## src/rtl/spi_bridge_pkg.sv

```systemverilog
// spi_bridge_pkg: command layout, width codes, FSM states and beat helpers
package spi_bridge_pkg;
  localparam int CMD_RW = 7;
  localparam int CMD_W_HI = 6;
  localparam int CMD_W_LO = 5;
  localparam int CMD_INC = 4;
  localparam logic [1:0] WIDTH_B = 2'b00;
  localparam logic [1:0] WIDTH_H = 2'b01;
  localparam logic [1:0] WIDTH_W = 2'b10;
  localparam logic [1:0] WIDTH_ILL = 2'b11;
  typedef enum logic [3:0] {
    S_IDLE, S_CMD, S_ADDR, S_WR_SHIFT, S_WR_STROBE, S_RD_REQ, S_RD_WAIT, S_RD_SHIFT, S_IGNORE
  } state_t;
  function automatic logic [2:0] beat_bytes(input logic [1:0] w);
    return w == WIDTH_W ? 3'd4 : w == WIDTH_H ? 3'd2 : 3'd1;
  endfunction
  function automatic logic [31:0] lane_mask(input logic [1:0] w, input logic [31:0] d);
    return w == WIDTH_W ? d : w == WIDTH_H ? {16'b0, d[15:0]} : {24'b0, d[7:0]};
  endfunction
endpackage

```

## src/rtl/synchronizer.sv

```systemverilog
// synchronizer: multi-flop synchronizer for asynchronous inputs
module synchronizer #(
  parameter int WIDTH = 1,
  parameter int STAGES = 2,
  parameter logic [WIDTH-1:0] RST_VAL = '0
) (
  input  logic             clk,
  input  logic             rst_n,
  input  logic [WIDTH-1:0] d,
  output logic [WIDTH-1:0] q
);
  logic [WIDTH-1:0] ff [STAGES];
  always_ff @(posedge clk or negedge rst_n)
    if (!rst_n) begin
      for (int i = 0; i < STAGES; i++) ff[i] <= RST_VAL;
    end else begin
      ff[0] <= d;
      for (int i = 1; i < STAGES; i++) ff[i] <= ff[i-1];
    end
  assign q = ff[STAGES-1];
endmodule

```

## src/rtl/spi_periph_bridge.sv

```systemverilog
// spi_periph_bridge: SPI mode-0 slave bridging byte/half/word bursts onto the
// TinyQV peripheral bus, with read wait/timeout and lane masking.
module spi_periph_bridge import spi_bridge_pkg::*; #(
  parameter int          ADDR_W         = 6,
  parameter int          SYNC_STAGES    = 2,
  parameter int          RD_TIMEOUT     = 255,
  parameter logic [31:0] RD_TIMEOUT_VAL = 32'hFFFF_FFFF
) (
  input  logic              clk,
  input  logic              rst_n,
  input  logic              spi_cs_n,
  input  logic              spi_clk,
  input  logic              spi_mosi,
  output logic              spi_miso,
  output logic [ADDR_W-1:0] address,
  output logic [31:0]       data_in,
  output logic [1:0]        data_write_n,
  output logic [1:0]        data_read_n,
  input  logic [31:0]       data_out,
  input  logic              data_ready,
  output logic              busy,
  output logic              err
);
  logic cs_s, sclk_s, mosi_s, cs_d, sclk_d;
  synchronizer #(.WIDTH(1), .STAGES(SYNC_STAGES), .RST_VAL(1'b1)) u_sync_cs (
    .clk(clk), .rst_n(rst_n), .d(spi_cs_n), .q(cs_s));
  synchronizer #(.WIDTH(1), .STAGES(SYNC_STAGES), .RST_VAL(1'b0)) u_sync_sclk (
    .clk(clk), .rst_n(rst_n), .d(spi_clk), .q(sclk_s));
  synchronizer #(.WIDTH(1), .STAGES(SYNC_STAGES), .RST_VAL(1'b0)) u_sync_mosi (
    .clk(clk), .rst_n(rst_n), .d(spi_mosi), .q(mosi_s));
  always_ff @(posedge clk or negedge rst_n)
    if (!rst_n) begin
      cs_d   <= 1'b1;
      sclk_d <= 1'b0;
    end else begin
      cs_d   <= cs_s;
      sclk_d <= sclk_s;
    end
  logic cs_fall, cs_rise, sclk_rise, sclk_fall;
  assign cs_fall   = cs_d & ~cs_s;
  assign cs_rise   = ~cs_d & cs_s;
  assign sclk_rise = ~sclk_d & sclk_s;
  assign sclk_fall = sclk_d & ~sclk_s;
  state_t      state;
  logic [31:0] shreg;
  logic [5:0]  bit_cnt;
  logic [9:0]  tmo;
  logic [1:0]  width;
  logic        rw, inc;
  logic [31:0] sh_next, rd_word;
  logic [2:0]  nbytes;
  logic [5:0]  last_bit;
  logic        last;
  assign sh_next  = {shreg[30:0], mosi_s};
  assign nbytes   = beat_bytes(width);
  assign last_bit = (state == S_CMD || state == S_ADDR) ? 6'd7 : {nbytes, 3'b000} - 6'd1;
  assign last     = bit_cnt == last_bit;
  // Read data is left-aligned so MISO always shifts out of bit 31.
  assign rd_word  = lane_mask(width, data_ready ? data_out : RD_TIMEOUT_VAL)
                    << {3'(3'd4 - nbytes), 3'b000};
  always_ff @(posedge clk or negedge rst_n)
    if (!rst_n) begin
      state        <= S_IDLE;
      shreg        <= '0;
      bit_cnt      <= '0;
      tmo          <= '0;
      width        <= WIDTH_B;
      rw           <= 1'b0;
      inc          <= 1'b0;
      spi_miso     <= 1'b0;
      address      <= '0;
      data_in      <= '0;
      data_write_n <= WIDTH_ILL;
      data_read_n  <= WIDTH_ILL;
      busy         <= 1'b0;
      err          <= 1'b0;
    end else if (cs_rise) begin
      state        <= S_IDLE;
      bit_cnt      <= '0;
      spi_miso     <= 1'b0;
      data_write_n <= WIDTH_ILL;
      data_read_n  <= WIDTH_ILL;
      busy         <= 1'b0;
    end else begin
      case (state)
        S_IDLE: if (cs_fall) begin
          state   <= S_CMD;
          bit_cnt <= '0;
          busy    <= 1'b1;
          err     <= 1'b0;
        end
        S_CMD: if (sclk_rise) begin
          shreg   <= sh_next;
          bit_cnt <= bit_cnt + 6'd1;
          if (last) begin
            bit_cnt <= '0;
            rw      <= sh_next[CMD_RW];
            width   <= sh_next[CMD_W_HI:CMD_W_LO];
            inc     <= sh_next[CMD_INC];
            state   <= sh_next[CMD_W_HI:CMD_W_LO] == WIDTH_ILL ? S_IGNORE : S_ADDR;
            if (sh_next[CMD_W_HI:CMD_W_LO] == WIDTH_ILL) err <= 1'b1;
          end
        end
        S_ADDR: if (sclk_rise) begin
          shreg   <= sh_next;
          bit_cnt <= bit_cnt + 6'd1;
          if (last) begin
            bit_cnt <= '0;
            address <= sh_next[ADDR_W-1:0];
            state   <= rw ? S_WR_SHIFT : S_RD_REQ;
            if (!rw) data_read_n <= width;
          end
        end
        S_WR_SHIFT: if (sclk_rise) begin
          shreg   <= sh_next;
          bit_cnt <= bit_cnt + 6'd1;
          if (last) begin
            bit_cnt      <= '0;
            data_in      <= lane_mask(width, sh_next);
            data_write_n <= width;
            state        <= S_WR_STROBE;
          end
        end
        S_WR_STROBE: begin
          data_write_n <= WIDTH_ILL;
          state        <= S_WR_SHIFT;
          if (inc) address <= address + ADDR_W'(nbytes);
        end
        S_RD_REQ: begin
          state <= S_RD_WAIT;
          tmo   <= '0;
        end
        S_RD_WAIT:
          if (data_ready || tmo == 10'(RD_TIMEOUT - 1)) begin
            shreg       <= rd_word;
            data_read_n <= WIDTH_ILL;
            bit_cnt     <= '0;
            state       <= S_RD_SHIFT;
            if (!data_ready) err <= 1'b1;
            if (inc) address <= address + ADDR_W'(nbytes);
          end else tmo <= tmo + 10'd1;
        S_RD_SHIFT: begin
          if (sclk_fall) begin
            spi_miso <= shreg[31];
            shreg    <= shreg << 1;
          end
          if (sclk_rise) begin
            bit_cnt <= bit_cnt + 6'd1;
            if (last) begin
              bit_cnt     <= '0;
              spi_miso    <= 1'b0;
              data_read_n <= width;
              state       <= S_RD_REQ;
            end
          end
        end
        default: ;
      endcase
    end
endmodule

```

## config.mk

```make
export PLATFORM = sky130hd
export DESIGN_NAME = spi_periph_bridge
export DESIGN_NICKNAME = d
export VERILOG_FILES = /design/src/rtl/spi_bridge_pkg.sv /design/src/rtl/synchronizer.sv /design/src/rtl/spi_periph_bridge.sv
export SDC_FILE = /design/constraint.sdc
export NUM_CORES = 1
export LEC_CHECK = 0
export CAP_MARGIN = 15
export CORE_MARGIN = 1
export CORE_UTILIZATION = 25
export CTS_CLUSTER_SIZE = 14
export DETAILED_ROUTE_END_ITERATION = 6
export MAX_ROUTING_LAYER = met4
export PLACE_DENSITY = 0.46
export SYNTH_ARGS = -nofsm -noshare
export SYNTH_HDL_FRONTEND = slang
export SYNTH_HIERARCHICAL = 1
export SYNTH_SLANG_ARGS = --single-unit
```

## constraint.sdc

```tcl
create_clock -name clk -period 3.3 [get_ports clk]
set_clock_uncertainty 0.1 [all_clocks]
set_input_delay 0.99 -clock clk [delete_from_list [all_inputs] [get_ports clk]]
set_output_delay 0.99 -clock clk [all_outputs]
set_load 0.03 [all_outputs]
```

==> summary.md, run 1 <==
### Global route
• **via count of the first global-routing pass** 4990
• **total gr overflow** 0
• **initial antenna violation count** 0
• **pin count of the biggest net entering global routing** 46
• **wire length of the first global-routing pass** 28.84 mm
• **aggregate global-route resource usage** 15.89%

### Pwr
• **proportion of power drawn by the clock network** 25.9%
• **switching power summed over all nets** 1479 uW
• **power share of the sequential group** 43.7%
• **cell area power density** 550.3 nW/um2
• **net switching share of the total power** 35.50%
• **Peak VDD IR** 246.1 uV
• **Cell Int Power** 2687 uW
• **combinational share of power** 30.4%
• **total leakage power** 0.003268 uW

### Route
• **final WL** 18.07 mm
• **wire per inst** 17.21 um
• **number of vias after detailed routing** 4969
• **vias per cell** 4.732
• **count of TritonRoute iterations in the first routing pass** 5
• **remaining number of nets flagged by the antenna check after routing** 0
• **DRT iter0 DRCs** 314
• **# DRC** 0

### Cells and area
• **Layout Nets** 777
• **area overhead of the layout relative to synthesis** 26.09%
• **antenna cells** 0
• **number of standard cells in the final layout excluding fillers** 1050
• **share of layout cells above drive strength 1** 15.05%
• **fill count** 2492

### STA
• **Min Clock Period, post-route** 2862 ps
• **final max-slew violation count** 0
• **Hold WS** 250.3 ps
• **tightest slew margin relative to the limit** 59.66%
• **post-route worst setup slack** 438.5 ps
• **final hold violation count** 0
• **Worst Max-Slew Pin Slew** 602.9 ps
• **Final period util** 86.71%
• **Setup Viol. Count Final** 0
• **total negative setup slack** 0 ps
• **maximum achievable frequency** 349.5 MHz
• **RSZ-0062 raised after global routing** no

### Logic synthesis
• **Syn. warnings** 6
• **sequential share of the synthesized area** 45.58%
• **Post-synth top flop** sky130_fd_sc_hd__dfrtp_1
• **mean cell area of the mapped netlist** 9.322 um2
• **library cells used by synthesis** 61
• **most frequent cells after synthesis** sky130_fd_sc_hd__nand2_1, sky130_fd_sc_hd__dfrtp_1, sky130_fd_sc_hd__o21ai_0, sky130_fd_sc_hd__mux2_2, sky130_fd_sc_hd__nor2_1
• **post-synthesis cell type with the largest combined area** sky130_fd_sc_hd__dfrtp_1
• **most instantiated library cell after synthesis** sky130_fd_sc_hd__nand2_1
• **post-synthesis sequential element count** 109
• **area fraction of the dominant cell type after synthesis** 42.52%
• **Post-synth EDFFs** 0
• **fraction of registers with async set/reset** 100.0%
• **total standard cell area after synthesis** 6003 um2
• **number of instances in the synthesized netlist** 644
• **most area-consuming cells after synthesis** sky130_fd_sc_hd__dfrtp_1, sky130_fd_sc_hd__mux2_2, sky130_fd_sc_hd__nand2_1
• **synthesized netlist net count** 695

### Placed design
• **total placed cells including tap cells** 1034
• **worst slack at placement** 249.8 ps
• **number of buffer cells added on primary ports** 82
• **placer's final routability congestion estimate** 0.8374
• **HPWL reported at the end of detailed placement** 12.87 mm

### CTS
• **cts bufs inserted** 9
• **Worst-path clk slew** 80 ps
• **deepest clock path buffer count** 2
• **Setup Fix Bufs, Post-CTS** 0
• **number of levels in the clock H-tree** 3
• **total number of clock tree sinks** 109
• **hold bufs inserted after CTS** 0
• **Root Driver** sky130_fd_sc_hd__clkbuf_16
• **CTS-repair resized insts** 0
• **CTS tree** built
• **clock insertion delay at the later pin of the skew report** 360 ps

### Floorplanning
• **placeable core area** 23540 um2
• **full die area** 24640 um2
• **die boundary width** 157.0 um
• **overall die height** 157.0 um
• **standard-cell row count** 56
• **total I/O pin count** 83
• **starting density of the core** 25.50%

### Critical path
• **CP cell instances** inv_1 -> ha_1 -> buf_4 -> ha_1 -> inv_1 -> fa_1 -> nor2b_1 -> o21ai_0 -> a21o_1 -> a31oi_1 -> a2bb2oi_1
• **CP peak stage delay** 470 ps
• **largest fanout of any net on the critical path** 19
• **sort of element at the start of the critical path** flip-flop
• **WP data required** 3480 ps
• **CP max stage cell** sky130_fd_sc_hd__dfrtp_1
• **worst endpoint data arrival time** 3050 ps
• **Crit Path Class** flip-flop to flip-flop
• **endpoint kind of the worst setup timing path** flip-flop

### Run status
• **status** finished, final reports clean

### Worst hold path
• **min-delay worst type** flip-flop to flip-flop

### Flow run
• **max capacitance violation total** 0

-- per-layer routing --
layer	vias to the layer above	global-route usage, %	share of wire, %
met5	-	-	0
met2	113	23.47	45
met1	2399	22.01	50
met3	16	2.506	3.6
met4	0	5.322	1.5
li1	2441	-	-
-- flip-flops by register name (all words and copies together), names as in the netlist, 2 cells and up --
register and cells:
address 6, bit_cnt 6, data_in 32, data_read_n 2, data_write_n 2, shreg 32
state 4, tmo 10, width 2
-- power groups by stage --
stage          registers, uW  clock network (uW)  logic [uW]
2_1_floorplan           1860                   0         741
3_3_place_gp            1850                   0        1260
3_5_place_dp            1850                   0        1270
4_1_cts                 1820                1130        1270
5_1_grt                 1850                1160        1390
6_report                1820                1080        1260
-- critical path, delay by kind of cell, from the launching register on --
kind / cells / cell delay, ps
fa+ha+maj: 3 / 990
compound gates: 4 / 630
simple gates: 1 / 120
flops: 1 / 470
buf+inv: 3 / 470
-- final timing paths --
kind	from	end	slack [ps]	cells after the start
worst max-delay path	width[0]	address[4]	440	11
worst min-delay path	u_sync_mosi/ff[1]	u_sync_mosi/q	250	0
worst max register to register	width[0]	address[4]	440	11
worst min register to register	u_sync_mosi/ff[1]	u_sync_mosi/q	250	0
max in group asynchronous	rst_n	data_in[23]	2000	2
min in group asynchronous	rst_n	data_in[0]	440	1
-- final cells by class --
type                            instances  area, um2  area share [%]
Inverter                               29      108.9           1.438
Multi-Input combinational cell        468       2997           39.59
Sequential cell                       109       2736           36.15
Timing Repair Buffer                  109       1046           13.82
Clock buffer                           10      239.0           3.157
Tap cell                              319      399.1           5.273
Clock inverter                          6      43.79          0.5785
-- metrics by stage --
| step | cell area (um2) | util (%) | total power, uW |
|---|---|---|---|
| after global routing | 7570 | 32.15 | 4407 |
| after detailed placement | 7287 | 30.95 | 3114 |
| after global placement | 7287 | 30.95 | 3115 |
| final | 7570 | 32.15 | 4166 |
| after floorplan | 6003 | - | 2597 |
| after CTS | 7570 | 32.15 | 4221 |
-- cell families after synthesis --
logic type | Yosys count | synth area share (%)
xor+xnor | 12 | 1.876
fa+ha+maj | 13 | 2.834
simple gates | 212 | 16.11
compound gates | 163 | 16.72
buf+inv | 67 | 4.585
mux | 68 | 12.30
flops | 109 | 45.58
-- cells in the final DEF (no fill, tap or decap), types with 12 or more instances in the layout --
master and n:
sky130_fd_sc_hd__nand2_1 109, sky130_fd_sc_hd__dfrtp_1 102, sky130_fd_sc_hd__clkdlybuf4s50_1 81, sky130_fd_sc_hd__o21ai_0 47
sky130_fd_sc_hd__mux2_2 46, sky130_fd_sc_hd__nor2_1 36, sky130_fd_sc_hd__a21oi_1 29, sky130_fd_sc_hd__inv_1 28
sky130_fd_sc_hd__buf_4 26, sky130_fd_sc_hd__nand3_1 24, sky130_fd_sc_hd__mux2i_1 22, sky130_fd_sc_hd__o21ai_1 21
sky130_fd_sc_hd__o22ai_1 14, sky130_fd_sc_hd__ha_1 12
Power figures use the tool's default switching activity.
==> inputs of run 2 (changes only) <==
--- a/config.mk
+++ b/config.mk
@@ -12,6 +12,7 @@
 export DETAILED_ROUTE_END_ITERATION = 6
 export MAX_ROUTING_LAYER = met4
 export PLACE_DENSITY = 0.46
+export SLEW_MARGIN = 20
 export SYNTH_ARGS = -nofsm -noshare
 export SYNTH_HDL_FRONTEND = slang
 export SYNTH_HIERARCHICAL = 1
==> results of run 2 <==
The final DEF is identical to that of run 1; final timing and power are the same.
==> inputs of run 3 (changes only) <==
==> constraint.sdc (replaced) <==
create_clock -name clk -period 2.69 [get_ports clk]
set_clock_uncertainty 0.1 [all_clocks]
set_input_delay 0.807 -clock clk [delete_from_list [all_inputs] [get_ports clk]]
set_output_delay 0.807 -clock clk [all_outputs]
set_load 0.03 [all_outputs]
==> summary.md, run 3 (synthesis gave the netlist of run 1 again) <==
### Worst hold path
• **min-delay worst type** flip-flop to flip-flop
• **sink of the worst hold path** u_sync_sclk/q
• **hold depth** 0, unchanged
• **hold wc startpoint** u_sync_sclk/ff[1]

### STA
• **final hold violation count** 0, unchanged
• **Min Clock Period, post-route** 2539 ps, -322.2 ps
• **final max-slew violation count** 0, unchanged
• **Final period util** 94.40%, +7.7 points
• **RSZ-0062 raised after global routing** yes
• **tightest slew margin relative to the limit** 62.29%, +2.6 points
• **Worst Max-Slew Pin Slew** 563.6 ps, -39.29 ps
• **Setup Viol. Count Final** 0, unchanged
• **maximum achievable frequency** 393.8 MHz, +13%

### Critical path
• **CP peak stage delay** 380 ps, -90 ps
• **setup slack of the worst register-to-register path** 150 ps, -290 ps
• **Crit Path Class** flip-flop to flip-flop
• **worst reg2reg path endpoint** state[0]
• **worst endpoint data arrival time** 2680 ps, -370 ps
• **launch instance of the worst register-to-register path** width[0]
• **sort of element at the start of the critical path** flip-flop
• **endpoint kind of the worst setup timing path** flip-flop
• **CP max stage cell** sky130_fd_sc_hd__dfrtp_1
• **gate family responsible for the most delay along the worst path** simple AND/OR/NAND/NOR gates
• **CP cell instances** inv_1 -> ha_4 -> and2_1 -> a31o_2 -> nor4_4 -> nand2_2 -> a221oi_2 -> mux2_2
• **WP data required** 2830 ps, -650 ps
• **worst path bufs/invs** 1, -2
• **largest fanout of any net on the critical path** 6, -13
• **Worst Reg-to-Reg Cells** 8, -3

### Global route
• **initial antenna violation count** 0, unchanged
• **total gr overflow** 0, unchanged
• **wire length of the first global-routing pass** 29.13 mm, +1.0%
• **aggregate global-route resource usage** 16.00%, +0.11 points
• **via count of the first global-routing pass** 4993, +0.060%
• **pin count of the biggest net entering global routing** 48, +4.3%

### Route
• **count of TritonRoute iterations in the first routing pass** 4, -1
• **wire per inst** 16.98 um, -1.3%
• **DRT iter0 DRCs** 413, +32%
• **vias per cell** 4.689, -0.91%
• **number of vias after detailed routing** 5027, +1.2%
• **# DRC** 0, unchanged
• **remaining number of nets flagged by the antenna check after routing** 0, unchanged
• **final WL** 18.21 mm, +0.75%

### Run status
• **status** finished, final reports clean

### Cells and area
• **most frequent standard cell in the layout excluding fill and tap cells** sky130_fd_sc_hd__nand2_1
• **share of layout cells above drive strength 1** 17.53%, +2.5 points
• **Layout Nets** 799, +2.8%
• **fill count** 2493, +0.040%
• **total non-filler cell area in the finished layout** 7834 um2, +3.5%
• **highest-count cells in the layout ignoring fill and taps** sky130_fd_sc_hd__nand2_1, sky130_fd_sc_hd__dfrtp_1, sky130_fd_sc_hd__clkdlybuf4s50_1, sky130_fd_sc_hd__o21ai_0, sky130_fd_sc_hd__mux2_2
• **area overhead of the layout relative to synthesis** 30.49%
• **number of standard cells in the final layout excluding fillers** 1072, +2.1%
• **Top Registers** data_in (32), shreg (32), tmo (10)
• **antenna cells** 0, unchanged
• **utilization of the core after routing** 33.27%, +1.1 points

### Placed design
• **total placed cells including tap cells** 1053, +1.8%
• **placer's final routability congestion estimate** 0.7939, -5.2%
• **area post-placement** 7480 um2, +2.6%
• **HPWL reported at the end of detailed placement** 12.79 mm, -0.66%
• **number of buffer cells added on primary ports** 82, unchanged

### Floorplanning
• **standard-cell row count** 56, unchanged
• **total I/O pin count** 83, unchanged
• **full die area** 24640 um2, unchanged
• **overall die height** 157.0 um, unchanged
• **die boundary width** 157.0 um, unchanged
• **placeable core area** 23540 um2, unchanged
• **starting density of the core** 25.50%, unchanged

### CTS
• **CTS tree** built
• **cts bufs inserted** 9, unchanged
• **Root Driver** sky130_fd_sc_hd__clkbuf_16
• **number of levels in the clock H-tree** 3, unchanged
• **Worst-path clk slew** 70 ps, about the same
• **deepest clock path buffer count** 2, unchanged
• **total number of clock tree sinks** 109, unchanged
• **clock insertion delay at the later pin of the skew report** 360 ps, about the same
• **hold bufs inserted after CTS** 0, unchanged

### Flow run
• **max capacitance violation total** 0, unchanged

### Pwr
• **cell area power density** 663.3 nW/um2, +21%
• **total leakage power** 0.003415 uW, +4.5%
• **Peak VDD IR** 242.7 uV, -1.4%

==> run 3: stage by stage <==
| step | power, uW | setup slack, ps | TNS [ps] | hold WS [ps] |
|---|---|---|---|---|
| floorplan | 3186 | 14.40 | 0 | 231.2 |
| global placement | 3840 | 7.697 | 0 | 233.0 |
| detailed placement | 3843 | -21.33 | -61.53 | 235.7 |
| CTS | 5251 | 73.17 | 0 | 257.3 |
| global route | 5522 | -17.95 | -43.78 | 261.6 |
| finish | 5196 | 150.7 | 0 | 254.0 |
==> run 3: where the power goes <==
group          leakage [uW]  internal [uW]  switching, uW
Combinational       0.00185            749            832
Sequential          0.00142           1920            301
Clock              0.000147            749            643
Total               0.00342           3420           1780
==> run 3: how the worst max path moves through the flow <==
stage          startpoint     endpoint  cells past startpoint
6_report         width[0]     state[0]                      8
3_5_place_dp   data_ready    shreg[27]                      8
4_1_cts          width[0]   address[4]                     11
5_1_grt          width[0]  data_in[10]                      9
3_3_place_gp   data_ready    shreg[25]                      8
2_1_floorplan    width[0]     state[0]                      8
==> run 3: final cells by class <==
cell class / count / area, um2 / area share [%]
Clock buffer: 12 / 246.5 / 3.146
Clock inverter: 4 / 48.80 / 0.6229
Inverter: 29 / 108.9 / 1.390
Multi-Input combinational cell: 468 / 3015 / 38.49
Sequential cell: 109 / 2736 / 34.93
Tap cell: 319 / 399.1 / 5.095
Timing Repair Buffer: 131 / 1279 / 16.32
==> run 3: metal layers <==
metal  GRT usage (%)  wire length [um]  vias to the layer above
li1                -                 -                     2466
met1           22.09              9195                     2455
met2           24.00              8233                       93
met3           3.304               606                       13
met5               -                 0                        -
met4           3.408               170                        0
==> run 3: repair_timing <==
item | in CTS | in global routing
setup buffers | 0 | 2
hold endpoints to repair | 0 | 0
resized for setup | 0 | 3
setup endpoints to repair | 0 | 23
